File: src/rtl/fetch_stage.sv
// IF stage of the 5-stage RV32I core: PC generation against a synchronous-read
// instruction memory, the IF/ID pipeline register, and sticky status/perf counters.
module fetch_stage #(
  parameter logic [31:0] RESET_PC  = 32'h0000_0000,
  parameter logic [31:0] NOP_INSTR = 32'h0000_0013
) (
  input  logic        clk,
  input  logic        reset,
  input  logic        stall_i,
  input  logic        flush_i,
  input  logic        branch_taken_i,
  input  logic [31:0] branch_target_i,
  output logic [31:0] imem_addr_o,
  input  logic [31:0] imem_rdata_i,
  output logic [31:0] if_id_pc_o,
  output logic [31:0] if_id_pc4_o,
  output logic [31:0] if_id_instr_o,
  output logic        if_id_valid_o,
  output logic [6:0]  if_id_opcode_o,
  output logic [4:0]  if_id_rd_o,
  output logic [4:0]  if_id_rs1_o,
  output logic [4:0]  if_id_rs2_o,
  output logic        misalign_o,
  output logic [31:0] fetch_cnt_o,
  output logic [31:0] flush_cnt_o
);

  // pc_q is the address whose instruction is on imem_rdata_i; fv_q says that data is real.
  logic [31:0] pc_q;
  logic        fv_q;
  logic [31:0] pc_next;
  logic [31:0] tgt;
  logic        eff_flush;
  logic        misalign_hit;

  logic [31:0] if_id_pc;
  logic [31:0] if_id_instr;
  logic        if_id_valid;
  logic        misalign;
  logic [31:0] fetch_cnt;
  logic [31:0] flush_cnt;

  always_comb begin
    tgt          = {branch_target_i[31:2], 2'b00};
    eff_flush    = flush_i | branch_taken_i;
    misalign_hit = branch_taken_i & (|branch_target_i[1:0]);
    pc_next      = pc_q + 32'd4;
    if (branch_taken_i) begin
      pc_next = tgt;
    end else if (stall_i || !fv_q) begin
      // Re-reading the same address keeps imem_rdata_i stable while held.
      pc_next = pc_q;
    end
  end

  // The memory must see RESET_PC throughout reset, whatever the redirect inputs do.
  assign imem_addr_o = reset ? RESET_PC : pc_next;

  always_ff @(posedge clk or posedge reset) begin
    if (reset) begin
      pc_q <= RESET_PC;
      fv_q <= 1'b0;
    end else begin
      pc_q <= pc_next;
      fv_q <= 1'b1;
    end
  end

  always_ff @(posedge clk or posedge reset) begin
    if (reset) begin
      if_id_pc    <= RESET_PC;
      if_id_instr <= NOP_INSTR;
      if_id_valid <= 1'b0;
    end else if (eff_flush) begin
      // Squash wins over stall; the PC field is left as is.
      if_id_instr <= NOP_INSTR;
      if_id_valid <= 1'b0;
    end else if (!stall_i) begin
      if_id_pc    <= pc_q;
      if_id_instr <= imem_rdata_i;
      if_id_valid <= fv_q;
    end
  end

  always_ff @(posedge clk or posedge reset) begin
    if (reset) begin
      misalign  <= 1'b0;
      fetch_cnt <= 32'd0;
      flush_cnt <= 32'd0;
    end else begin
      misalign <= misalign | misalign_hit;
      if (!eff_flush && !stall_i && fv_q) begin
        fetch_cnt <= fetch_cnt + 32'd1;
      end
      if (eff_flush) begin
        flush_cnt <= flush_cnt + 32'd1;
      end
    end
  end

  assign if_id_pc_o     = if_id_pc;
  assign if_id_pc4_o    = if_id_pc + 32'd4;
  assign if_id_instr_o  = if_id_valid ? if_id_instr : NOP_INSTR;
  assign if_id_valid_o  = if_id_valid;
  assign if_id_opcode_o = if_id_instr_o[6:0];
  assign if_id_rd_o     = if_id_instr_o[11:7];
  assign if_id_rs1_o    = if_id_instr_o[19:15];
  assign if_id_rs2_o    = if_id_instr_o[24:20];
  assign misalign_o     = misalign;
  assign fetch_cnt_o    = fetch_cnt;
  assign flush_cnt_o    = flush_cnt;

endmodule

File: config.mk
export PLATFORM = sky130hd
export DESIGN_NAME = fetch_stage
export DESIGN_NICKNAME = d
export VERILOG_FILES = /design/src/rtl/fetch_stage.sv
export SDC_FILE = /design/constraint.sdc
export NUM_CORES = 1
export LEC_CHECK = 0
export BUFFER_PORTS_ARGS = -buffer_cell sky130_fd_sc_hd__buf_2
export CAP_MARGIN = 20
export CORE_MARGIN = 3
export CORE_UTILIZATION = 52
export DETAILED_ROUTE_END_ITERATION = 6
export PLACE_DENSITY = 0.82
export SLEW_MARGIN = 20
export SYNTH_ARGS = -nofsm -noshare
export SYNTH_HDL_FRONTEND = slang
export SYNTH_SLANG_ARGS = --single-unit
File: constraint.sdc
create_clock -name clk -period 9.2 [get_ports clk]
set_input_delay 0.92 -clock clk [delete_from_list [all_inputs] [get_ports clk]]
set_output_delay 0.92 -clock clk [all_outputs]
set_load 0.02 [all_outputs]
Word-level counts from Yosys, hierarchy flattened. Cells that the tools add are included. Widths: inputs -> output; s select.

Bits in registers: 163. Input port bits: 69. Word-level logic and storage cells: 34.

$add $sub $neg: 4. Equal/unequal tests: 1. Mux-type cells: 8. Bitwise gates (word level): 5. Reductions and logical operators: 8.

Operator list (count): $mux 32 (6); $add 32x1->32 const B (2); $add 32x3->32 const B (2); $logic_not 1->1 (3); $logic_and 1x1->1 (2); $mux 1 (2); $ne 2x1->1 const B (1); $not 1->1 (2); $or 1x1->1 (2); $reduce_and 2->1 (1); $reduce_or 2->1 (1); $and 1x1->1 (1); $logic_or 1x1->1 (1).

Longest topological paths before layout.
Depth in word-level cells: 5. Depth in mapped cells: 6. Depth with buffers taken out: 5.

Least setup slack after synthesis. Ideal clock, no wire load.

Kind: input-to-output. From: in reset. To: out imem_addr_o[27]. Data arrival time: 7.184 ns. Slack: 1.096 ns. Stages on the path: 5. Path buffers: 2. Cells stage by stage: clkbuf_1 inv_1 clkbuf_1 o21ai_0 a31oi_1.

Cells in the longest elaborated chain, start to end: 1.

Ends and longest elaborated chain: start: declaration (line 8) `input logic reset,`; $mux 32 (line 57) `assign imem_addr_o = reset ? RESET_PC : pc_next;`; end: declaration (line 13) `output logic [31:0] imem_addr_o,`.

No other way between the ends.

Final worst setup path.
From: in reset. To: out imem_addr_o[29].

Same word-level chain as after synthesis.

==> flow_metrics.tcl <==
set metrics [dict create \
    global_route_wire_length_before_repair_um 37600 \
    global_route.overflow_total 0 \
    number_of_synthesized_flops_with_an_enable_pin 0 \
    power-per-cell-area_mw_per_mm2 193 \
    gr-usage-all-layers_pct 25.9 \
    start_kind "primary input" \
    synth_seq_area_share_pct 46.4 \
    reg2reg_to "fetch_cnt_o[15]" \
    grt_setup_unrepaired "no" \
    clk_transition_reported_paths_ns 0.06 \
    yosysWarningCount 0 \
    area_growth_syn_to_layout_pct 22.5 \
    worst_ep_arrival_time_ns 3.48 \
    timing_hold_violations_final 0 \
    synth.cell_area_sq_mm 0.00880 \
    cts_tree "built" \
    status "finished clean" \
    r2r_slack_ns 6.87 \
    detailroute.via_count 7833 \
    dp_cells 1328 \
    core_area_sq_mm 0.0162 \
    fin_crit_ns 4.40 \
    chipWidth_um 136 \
    drcViolationCount 0 \
    syn_area_per_cell_sq_um 9.90 \
    fmaxAchievable_ghz 0.227 \
    min_path_type "flop to flop" \
    timing_worst_setup_path_type "primary input to primary output" \
    path_max_fanout 94 \
    final_antenna_net_count 0 \
    clock_latency_on_the_worst_skew_pair_ns 0.42 \
    design.final.nets 1204 \
    cts_htree_levels 4 \
    slew_margin_rel_pct 25.6 \
    rr_startpoint "fv_q" \
    cts-buffers-inserted 17 \
    final.setup_skew_ns 0.00988 \
    max-cap-violations 0 \
    crit_path_end "imem_addr_o[29]" \
    start_util_pct 54.2 \
    io_buffer_count 284 \
    ys.flop_type "dfrtp_1" \
    die_height_um 136 \
    post_cts.resized_instances 0 \
    timing_worst_slew_pin_value_ns 1.11 \
    p_leak_nw 5.18 \
    fin_crit_sh_pct 47.8 \
    ir_drop_mv 0.126 \
    gp_routability_congestion 0.949 \
    endpoint_kind "primary output" \
    p_total_mw 2.08 \
    dp_hpwl_um 17800 \
    synthArstFlopShare_pct 100 \
    syn-num-nets 962 \
    number_of_global_route_vias_before_repair 7224 \
    die-area_sq_mm 0.0185 \
    post-route-cell-area_sq_mm 0.0108 \
    hold-path-cell-count 1 \
    n_fill_cell 1319 \
    antennaDiodeCount 0 \
    cts_root_buf "clkbuf_16" \
    synth_seq_cells 163 \
    final.setup.tns_ns 0 \
    io-pin-count 285 \
    avgViaCountPerCell 5.76 \
    cts.repair_timing.setup_buffer_count 0 \
    synthCells 889 \
    wl_per_cell_um 18.0 \
    number_of_antenna_violations_at_the_first_check_in_global_routing 0 \
    final_max_slew_viol_count 0 \
    tritoncts_num_sinks 163 \
    synth.distinct_cells 51 \
    finalSetupViolations 0 \
    max-clock-path-buffers 2 \
    drive_above_1_share_pct 32.0 \
    detail_route.iter0.violations 639 \
    grt_max_degree 95 \
    drt-pass1-iter-count 5 \
    critPathLaunch "reset" \
    timing.reg2reg.worst_path_depth 4 \
    route.final.wire_length_um 24500 \
    worst-endpoint-required_ns 8.28 \
    placed_area_sq_mm 0.0102 \
    std_cell_rows 46 \
    layout.cells.non_filler 1360 \
    ctsHoldBuffers 0 \
]
routing by layer:
layer | global-route usage, % | vias up | share of wire, %
li1 | - | 3666 | -
met1 | 35.5 | 3737 | 42
met2 | 41.6 | 391 | 48
met3 | 5.07 | 39 | 8.0
met4 | 8.51 | 0 | 2.0
met5 | 0 | - | 0
power breakdown:
group | total [mW] | switching [mW] | internal [mW]
Combinational | 0.483 | 0.303 | 0.180
Clock | 0.699 | 0.300 | 0.399
Sequential | 0.901 | 0.112 | 0.789
Total | 2.08 | 0.715 | 1.37
logic make-up (layout without fill, tap and decap cells):
logic type	count (synthesis)	in the layout	synth area share, %
AOI/OAI and AO/OA	82	82	6.41
xor gates and xnor gates	99	99	9.85
adders and majority gates	4	4	0.569
buffers and inverters	79	334	4.53
DFF	163	163	46.4
muxes	64	64	7.69
other	1	1	0.0426
and+or+nand+nor	397	397	24.5
cell usage after synthesis, types with 10 or more instances:
| cell | count | area (sq um) |
|---|---|---|
| nand2_1 | 64 | 240 |
| mux2_2 | 29 | 327 |
| nand3_1 | 47 | 235 |
| nor3_1 | 26 | 130 |
| mux2i_1 | 35 | 350 |
| nand4_1 | 48 | 300 |
| a31oi_1 | 13 | 81.3 |
| o31ai_1 | 14 | 105 |
| and3_1 | 12 | 75.1 |
| xnor2_1 | 66 | 578 |
| or4_1 | 13 | 97.6 |
| xor2_1 | 33 | 289 |
| clkbuf_1 | 32 | 120 |
| nor2_1 | 73 | 274 |
| a21oi_1 | 10 | 50.1 |
| nor2b_1 | 10 | 62.6 |
| inv_1 | 13 | 48.8 |
| dfrtp_1 | 160 | 4000 |
| o21ai_0 | 12 | 60.1 |
| and2_1 | 42 | 263 |
| nor4_1 | 17 | 106 |
| and4_1 | 13 | 114 |
| buf_4 | 24 | 180 |
critical path, stage by stage:
cell and delay [ns]:
buf_2 0.29, inv_6 0.67, buf_4 0.89, and2_1 0.26, a32oi_1 0.06, nand3_1 0.13, buf_2 0.17
cell usage in the layout (no fill, tap or decap), types with 14 or more instances in the layout:
master,count
xnor2_1,66
xor2_1,33
mux2_2,29
o31ai_1,14
nor2_1,72
nor3_1,26
nand4_1,48
buf_2,284
nand3_1,47
nand2_1,64
and2_1,42
dfrtp_1,160
mux2i_1,35
clkbuf_16,17
nor4_1,16
state kept, by name (all words and copies together), names as in the netlist:
signal and flops:
fetch_cnt_o 32, flush_cnt_o 32, if_id_instr 32, if_id_pc_o 32
pc_q 32, fv_q 1, if_id_valid_o 1, misalign_o 1
through the flow:
stage / hold WS, ns / utilization, % / setup slack (ns)
final: 0.470 / 66.4 / 4.80
after global routing: 0.498 / 66.4 / 4.44
after CTS: 0.479 / 66.4 / 4.72
after detailed placement: 0.462 / 62.8 / 4.71
after global placement: 0.456 / 62.8 / 4.76
after floorplan: 0.472 / - / 1.10
worst min path at each step:
stage	from	to
finish	fetch_cnt_o[31]	fetch_cnt_o[31]
global placement	flush_cnt_o[31]	flush_cnt_o[31]
detailed placement	misalign_o	misalign_o
global route	fetch_cnt_o[31]	fetch_cnt_o[31]
floorplan	pc_q[0]	pc_q[0]
CTS	misalign_o	misalign_o
area by class of cell:
| type | count | area (sq um) | share of cell area (%) |
|---|---|---|---|
| Clock buffer | 20 | 467 | 4.33 |
| Inverter | 14 | 57.6 | 0.534 |
| Multi-Input combinational cell | 647 | 4330 | 40.2 |
| Clock inverter | 12 | 119 | 1.10 |
| Timing Repair Buffer | 288 | 1450 | 13.5 |
| Sequential cell | 163 | 4080 | 37.9 |
| Tap cell | 216 | 270 | 2.51 |
(Power assumes the default switching activity.)
